[src/rtl/find_topk.sv]
`default_nettype none
// =============================================================================
// Module      : find_topk
// Description : Scans a frame of NUM_VALUES signed candidates (each carrying a
//               payload word) and keeps a sorted list of the K best ones,
//               minimum or maximum as selected by mode_max. At the end of the
//               frame the K results are streamed best-first over valid/ready.
//               No new frame is accepted until the results have drained.
//
// Ports       : clk, rst_n               clock, asynchronous active-low reset
//               mode_max                 0 = minima, 1 = maxima (latched on
//                                        the first accept of a frame)
//               frame_abort              drop current frame / drain
//               in_valid/in_ready        candidate handshake
//               in_value, in_payload     signed candidate and its payload
//               out_valid/out_ready      result handshake
//               out_value, out_payload   result value and payload
//               out_index                arrival index + IDX_BASE
//               out_rank, out_last       0 = best; last flags rank K-1
//               busy                     frame accepted but not yet drained
//
// Options     : TIE_LAST_EN  when defined, on equal values the later arrival
//                            ranks better (default: earlier arrival wins)
//
// Revision    : 1.0 - initial release
// =============================================================================
module find_topk #(
    parameter int N          = 32,
    parameter int PW         = 128,
    parameter int NUM_VALUES = 16,
    parameter int K          = 4,
    parameter int IDX_BASE   = 1,
    parameter int IW         = $clog2(NUM_VALUES + IDX_BASE)
) (
    input  logic                clk,
    input  logic                rst_n,
    input  logic                mode_max,
    input  logic                frame_abort,
    input  logic                in_valid,
    output logic                in_ready,
    input  logic [N-1:0]        in_value,
    input  logic [PW-1:0]       in_payload,
    output logic                out_valid,
    input  logic                out_ready,
    output logic [N-1:0]        out_value,
    output logic [PW-1:0]       out_payload,
    output logic [IW-1:0]       out_index,
    output logic [$clog2(K):0]  out_rank,
    output logic                out_last,
    output logic                busy
);

    localparam int               c_rw         = $clog2(K) + 1;
    localparam int               c_sw         = (K > 1) ? $clog2(K) : 1;
    localparam logic [IW-1:0]    c_last_count = IW'(NUM_VALUES - 1);
    localparam logic [IW-1:0]    c_idx_base   = IW'(IDX_BASE);
    localparam logic [c_rw-1:0]  c_last_rank  = c_rw'(K - 1);

    typedef enum logic [0:0] {
        ACCUM = 1'b0,
        DRAIN = 1'b1
    } state_t;

    state_t               r_state;
    state_t               w_state_next;
    logic [IW-1:0]        r_count;
    logic [c_rw-1:0]      r_rank;
    logic                 r_mode;
    logic                 r_busy;

    logic                 w_accept;
    logic                 w_out_hs;
    logic                 w_drain_done;
    logic                 w_mode;
    logic signed [N-1:0]  w_new_val;
    logic [IW-1:0]        w_new_idx;
    logic [c_sw-1:0]      w_sel;

    // Flattened view of the list, slot 0 = best
    logic signed [N-1:0]  w_val [K];
    logic [PW-1:0]        w_pay [K];
    logic [IW-1:0]        w_idx [K];
    logic [K-1:0]         w_vld;
    logic [K-1:0]         w_better;

    // Handshakes are decoded from the state register directly so the FSM
    // process does not read back its own outputs.
    assign w_accept     = in_valid & (r_state == ACCUM) & ~frame_abort;
    assign w_out_hs     = out_ready & (r_state == DRAIN);
    assign w_drain_done = w_out_hs & (r_rank == c_last_rank) & ~frame_abort;

    // On the first sample of a frame the live pin decides the mode
    assign w_mode    = (r_count == '0) ? mode_max : r_mode;
    assign w_new_val = $signed(in_value);
    assign w_new_idx = r_count + c_idx_base;

    // -------------------------------------------------------------------------
    // State machine
    // -------------------------------------------------------------------------
    always_ff @(posedge clk or negedge rst_n) begin
        if (!rst_n) begin
            r_state <= ACCUM;
        end else begin
            r_state <= w_state_next;
        end
    end

    always_comb begin
        w_state_next = r_state;
        in_ready     = 1'b0;
        out_valid    = 1'b0;
        out_last     = 1'b0;
        case (r_state)
            ACCUM: begin
                in_ready = 1'b1;
                if (w_accept && (r_count == c_last_count)) begin
                    w_state_next = DRAIN;
                end
            end
            DRAIN: begin
                out_valid = 1'b1;
                out_last  = (r_rank == c_last_rank);
                if (w_drain_done) begin
                    w_state_next = ACCUM;
                end
            end
            default: w_state_next = ACCUM;
        endcase
        if (frame_abort) begin
            w_state_next = ACCUM;
        end
    end

    // -------------------------------------------------------------------------
    // Frame counter, drain pointer, latched mode, busy flag
    // -------------------------------------------------------------------------
    always_ff @(posedge clk or negedge rst_n) begin
        if (!rst_n) begin
            r_count <= '0;
            r_rank  <= '0;
            r_mode  <= 1'b0;
            r_busy  <= 1'b0;
        end else if (frame_abort) begin
            r_count <= '0;
            r_rank  <= '0;
            r_busy  <= 1'b0;
        end else begin
            if (w_accept) begin
                r_busy  <= 1'b1;
                r_count <= (r_count == c_last_count) ? '0 : r_count + 1'b1;
                if (r_count == '0) begin
                    r_mode <= mode_max;
                end
            end
            if (w_out_hs) begin
                if (r_rank == c_last_rank) begin
                    r_rank <= '0;
                    r_busy <= 1'b0;
                end else begin
                    r_rank <= r_rank + 1'b1;
                end
            end
        end
    end

    // -------------------------------------------------------------------------
    // Sorted insertion list. Because the list is kept sorted with invalid
    // slots at the tail, w_better is monotonic: once a slot is beaten, every
    // slot below it is too. The insertion point is therefore the first slot
    // whose upper neighbour is not beaten; deeper beaten slots take their
    // upper neighbour, which shifts the tail down and drops slot K-1.
    // -------------------------------------------------------------------------
    for (genvar i = 0; i < K; i++) begin : g_slot
        logic signed [N-1:0]  r_val;
        logic [PW-1:0]        r_pay;
        logic [IW-1:0]        r_idx;
        logic                 r_vld;
        logic                 w_wins;
        logic signed [N-1:0]  w_in_val;
        logic [PW-1:0]        w_in_pay;
        logic [IW-1:0]        w_in_idx;
        logic                 w_in_vld;

`ifdef TIE_LAST_EN
        assign w_wins = w_mode ? (w_new_val >= r_val) : (w_new_val <= r_val);
`else
        assign w_wins = w_mode ? (w_new_val > r_val) : (w_new_val < r_val);
`endif
        assign w_better[i] = ~r_vld | w_wins;

        if (i == 0) begin : g_head
            assign w_in_val = w_new_val;
            assign w_in_pay = in_payload;
            assign w_in_idx = w_new_idx;
            assign w_in_vld = 1'b1;
        end else begin : g_body
            assign w_in_val = w_better[i-1] ? w_val[i-1] : w_new_val;
            assign w_in_pay = w_better[i-1] ? w_pay[i-1] : in_payload;
            assign w_in_idx = w_better[i-1] ? w_idx[i-1] : w_new_idx;
            assign w_in_vld = w_better[i-1] ? w_vld[i-1] : 1'b1;
        end

        always_ff @(posedge clk or negedge rst_n) begin
            if (!rst_n) begin
                r_val <= '0;
                r_pay <= '0;
                r_idx <= '0;
                r_vld <= 1'b0;
            end else if (frame_abort || w_drain_done) begin
                r_vld <= 1'b0;
            end else if (w_accept && w_better[i]) begin
                r_val <= w_in_val;
                r_pay <= w_in_pay;
                r_idx <= w_in_idx;
                r_vld <= w_in_vld;
            end
        end

        assign w_val[i] = r_val;
        assign w_pay[i] = r_pay;
        assign w_idx[i] = r_idx;
        assign w_vld[i] = r_vld;
    end

    // -------------------------------------------------------------------------
    // Result presentation
    // -------------------------------------------------------------------------
    assign w_sel       = r_rank[c_sw-1:0];
    assign out_value   = w_val[w_sel];
    assign out_payload = w_pay[w_sel];
    assign out_index   = w_idx[w_sel];
    assign out_rank    = r_rank;
    assign busy        = r_busy;

endmodule
`default_nettype wire

[config.mk]
export PLATFORM = sky130hd
export DESIGN_NAME = find_topk
export DESIGN_NICKNAME = d
export VERILOG_FILES = /design/src/rtl/find_topk.sv
export SDC_FILE = /design/constraint.sdc
export NUM_CORES = 2
export LEC_CHECK = 0
export ABC_AREA = 1
export ABC_CLOCK_PERIOD_IN_PS = 2900
export CORE_MARGIN = 2
export CORE_UTILIZATION = 60
export CTS_CLUSTER_SIZE = 12
export DETAILED_ROUTE_END_ITERATION = 16
export PLACE_DENSITY = 0.94
export SYNTH_ARGS = -nofsm -noshare
export SYNTH_HDL_FRONTEND = slang
export SYNTH_SLANG_ARGS = --single-unit
[constraint.sdc]
create_clock -name clk -period 2.9 [get_ports clk]
set_input_delay 0.435 -clock clk [delete_from_list [all_inputs] [get_ports clk]]
set_output_delay 0.435 -clock clk [all_outputs]
set_load 0.01 [all_outputs]
==> results of run 1 <==
-- metal layers --
metal  GRT overflow  track usage [%]
met3              8             72.0
met2             13             90.1
met5              0             50.2
met4             14             73.6
met1              2             78.7
-- through the flow --
stage                     hold WS [ns]  cells  worst slack, ns  utilization [%]
after CTS                        0.374   7360           -0.134             76.1
after global placement           0.448   7180           -0.443             70.7
after floorplan                  0.139   6114            0.611                -
after detailed placement         0.441   7180           -0.538             70.7
-- synthesized netlist by cell type, drive strengths merged --
cell    number  area share, %
xor2         2          0.042
a21o         3          0.054
ha         133            4.0
nor4         2          0.045
clkinv       1         0.0091
nor2       320            2.9
buf        238            2.9
nor3         7          0.085
o211ai       1          0.018
nand3      179            2.2
and3         2          0.030
a21oi      154            1.9
clkbuf     252            2.3
o22ai      137            2.1
o21a         7           0.13
nand2     2991             27
a31oi        1          0.015
nand4      505            7.6
dfrtp      675             41
a211oi       1          0.018
inv        184            1.7
o21ai      319            3.9
-- cell families after synthesis --
kind of cell	synth area share, %
AO/OA/AOI/OAI	8.05
XOR/XNOR	0.0424
flip-flops	40.9
adder cells (fa/ha/maj)	4.03
AND/OR/NAND/NOR	40.1
buffers and inverters	6.91
-- what timing repair did --
action	in CTS
buffers inserted	25
hold endpoints to repair	37
gates resized for setup	275
gates cloned	23
setup endpoints to repair	387
pin swaps	17
hold buffers	1
==> impl_metrics.json, run 1 <==
{
  "status": "aborted with a tool error",
  "haltStage": "5_1_grt",
  "firstError": "[ERROR GRT-0232] Routing congestion too high. Check the congestion heatmap in the GUI.",
  "dpl.hpwl_um": 97100,
  "cts-buffers-inserted": 75,
  "gp_congestion": 0.951,
  "ctsRootBufferMaster": "clkbuf_16",
  "crit_endpoint": "g_slot[2].r_val[31]$_DFFE_PN0P_/D",
  "syn_inst": 6114,
  "clockBufferDepth": 3,
  "cts_max_level": 3,
  "postSynthAreaPerCell_um2": 6.76,
  "num_rows": 96,
  "start_util_pct": 60.5,
  "track_usage_pct": 79.0,
  "grt_max_degree": 104,
  "syn-cell-area_um2": 41300,
  "die_x_um": 266,
  "ys_seq_elements": 675,
  "place_area_um2": 48300,
  "cts_sinks": 675,
  "worst-ep-kind": "register data pin",
  "seq_area_frac_synth_pct": 40.9,
  "ys_types": 31,
  "ys_warn_count": 0,
  "ios": 338,
  "die-height_um": 266,
  "syn_nets": 6413,
  "grt-ovfl-total": 37,
  "numPortBuffers": 337
}
==> run 2: changes to the inputs <==
- CORE_UTILIZATION: 60 -> 40
- CTS_CLUSTER_SIZE: 12 -> unset
- PLACE_DENSITY: 0.94 -> unset
- PLACE_DENSITY_LB_ADDON: unset -> 0.15
==> run 2 against run 1 <==
Synthesized cell count unchanged; synthesized area unchanged; the flow now finishes, with violations (setup timing).
==> impl_metrics.json, run 2 <==
{
  "ys_seq_elements": 675,
  "p_per_area_nw_per_um2": 720,
  "cts_max_level": 3,
  "dpl.hpwl_um": 105000,
  "cts_tree": "yes",
  "hold_ws_ns": 0.300,
  "largest_reg_flops": 512,
  "ctsRootBufferMaster": "clkbuf_16",
  "violations": "setup timing",
  "drive_above_1_share_pct": 19.2,
  "dr.max_layer_used": "met4",
  "synth_top_area_share_pct": 40.9,
  "antenna_left": 0,
  "coreArea_um2": 102000,
  "ir_drop_uv": 375,
  "wl_met1_um": 78500,
  "synth_edf_count": 0,
  "fin_util_pct": 56.9,
  "fmax_ghz": 0.323,
  "syn-cell-area_um2": 41300,
  "dr_wl_met2_um": 87500,
  "path_clk_slew_ns": 0.06,
  "power.total_mw": 41.9,
  "grt_pass1_vias": 43300,
  "worstSetupPathType": "reg2out",
  "r2r_slack_ns": -0.07,
  "status": "finished with violations",
  "ys_types": 31,
  "grt_max_degree": 107,
  "die-height_um": 325,
  "drt_wl_total_um": 195000,
  "route.detailed.drc": 0,
  "firstDrtPassIters": 6,
  "grt_first_pass_wirelength_um": 268000,
  "worst-slew-pin-transition_ns": 0.699,
  "syn_nets": 6413,
  "layout.nets": 6940,
  "track_usage_pct": 32.3,
  "syn_inst": 6114,
  "yosysMostFrequentCell": "nand2_1",
  "min_path_type": "in2reg",
  "cp_data_arrival_time_ns": 2.66,
  "start_util_pct": 40.4,
  "period_minus_slack_ns": 3.09,
  "wl_per_cell_um": 24.2,
  "preCtsSetupSlack_ns": -0.694,
  "ios": 338,
  "viasPerCell": 5.86,
  "wl_met3_um": 21300,
  "die_x_um": 325,
  "postSynthAreaPerCell_um2": 6.76,
  "num_vias": 47300,
  "largestRegisters": "g_slot.r_pay (512), g_slot.r_val (128), g_slot.r_idx (20)",
  "finalCritPeriodShare_pct": 107,
  "gp_congestion": 0.870,
  "die_area_um2": 106000,
  "final_cell_mix": "nand2_1, dfrtp_1, nand4_1, nor2_1, o21ai_0",
  "maxSlewViolCount": 0,
  "clockBufferDepth": 3,
  "startpoint_type": "flop",
  "antenna_found_initial": 2,
  "mostFrequentLayoutCell": "nand2_1",
  "ys_top_cells_by_area": "dfrtp_1, nand2_1, nand4_1, ha_1, o21ai_0",
  "setup_ws_ns": -0.192,
  "leakage_nw": 30.9,
  "synthArstFlopShare_pct": 100,
  "required_ns": 2.47,
  "yosysTopAreaCell": "dfrtp_1",
  "drt_iter0_drc": 5649,
  "critPathCaptureType": "primary output",
  "ys_warn_count": 0,
  "clk_latency_ns": 0.68,
  "num_rows": 117,
  "grt-ovfl-total": 0,
  "numPortBuffers": 337,
  "fin_skew_ns": 0.0354,
  "finalSetupViolCount": 116,
  "regMostFlops": "g_slot.r_pay",
  "slew-limit-headroom_pct": 53.4,
  "hold_violations": 0,
  "cap_violations": 0,
  "cts-buffers-inserted": 81,
  "synth_ff_type": "dfrtp_1",
  "cts_sinks": 675,
  "rsz0062_at_grt": "true",
  "critPathMaxFanout": 26,
  "seq_area_frac_synth_pct": 40.9,
  "ys_top_cells_by_count": "nand2_1, dfrtp_1, nand4_1, nor2_1, o21ai_0",
  "syn2layout_area_growth_pct": 40.7
}
[run 2: layout make-up]
cell class / instances / area, µm²
fill: 9503 / 44000
multi-input combinational: 4765 / 23900
sequential: 675 / 16900
timing repair buffer: 923 / 12000
clock buffer: 123 / 2430
tap: 1368 / 1710
inverter: 185 / 790
clock inverter: 22 / 223
timing repair inverter: 10 / 191
antenna: 1 / 2.50
[run 2: cell families after synthesis]
group | after synthesis | synth area share [%]
compound gates | 623 | 8.05
buf+inv | 675 | 6.91
xor+xnor | 2 | 0.0424
flops | 675 | 40.9
simple gates | 4006 | 40.1
fa+ha+maj | 133 | 4.03
[run 2: report_power, final]
part | leakage, nW | internal (mW) | switching (mW) | total, mW
clock network | 1.31 | 6.12 | 4.43 | 10.5
logic | 20.9 | 6.85 | 10.1 | 17.0
registers | 8.67 | 12.1 | 2.29 | 14.4
total | 30.9 | 25.0 | 16.8 | 41.9
[run 2: worst paths after layout]
path                                          start                   to  cells past startpoint
min in group asynchronous                     rst_n  g_slot[1].r_pay[82]                      2
max in group asynchronous                     rst_n   g_slot[3].r_pay[3]                      4
worst max register to register  g_slot[2].r_val[28]  g_slot[2].r_pay[94]                     20
worst min-delay path                   in_value[27]  g_slot[0].r_val[27]                      3
worst min register to register  g_slot[3].r_pay[10]  g_slot[3].r_pay[10]                      2
worst max-delay path                    out_rank[0]      out_payload[97]                      7
[run 2: routing by layer]
layer,vias up,track usage [%]
met1,22700,44.8
met2,2938,50.8
met5,-,0
met4,0,11.0
met3,504,5.70
li1,21100,-
[run 2: stage by stage]
| step | instances | cell area (µm²) | TNS (ns) |
|---|---|---|---|
| final | 8072 | 58200 | -5.65 |
| after detailed placement | 7721 | 49400 | -390.31 |
| after global placement | 7721 | 49400 | -393.92 |
| after floorplan | 6114 | 41300 | 0 |
| after CTS | 7900 | 53000 | -2.85 |
| after global routing | 8072 | 58200 | -31.45 |
[run 2: timing repair]
item                       in CTS  in global routing
hold buffers                    1                  0
buffers inserted               16                 80
pin swaps                      19                185
gates cloned                   17                 94
resized for setup             290                779
setup endpoints to repair     233                703
hold endpoints to repair       32                  0
[run 2: worst max-delay path: stages, from the launching register on]
cell and delay, ns:
dfrtp_4 0.51, buf_4 0.15, buf_12 0.12, buf_4 0.12, buf_8 0.20, o21ai_0 0.12
o22ai_1 0.19, clkdlybuf4s50_1 0.57
Power figures use the tool's default switching activity.
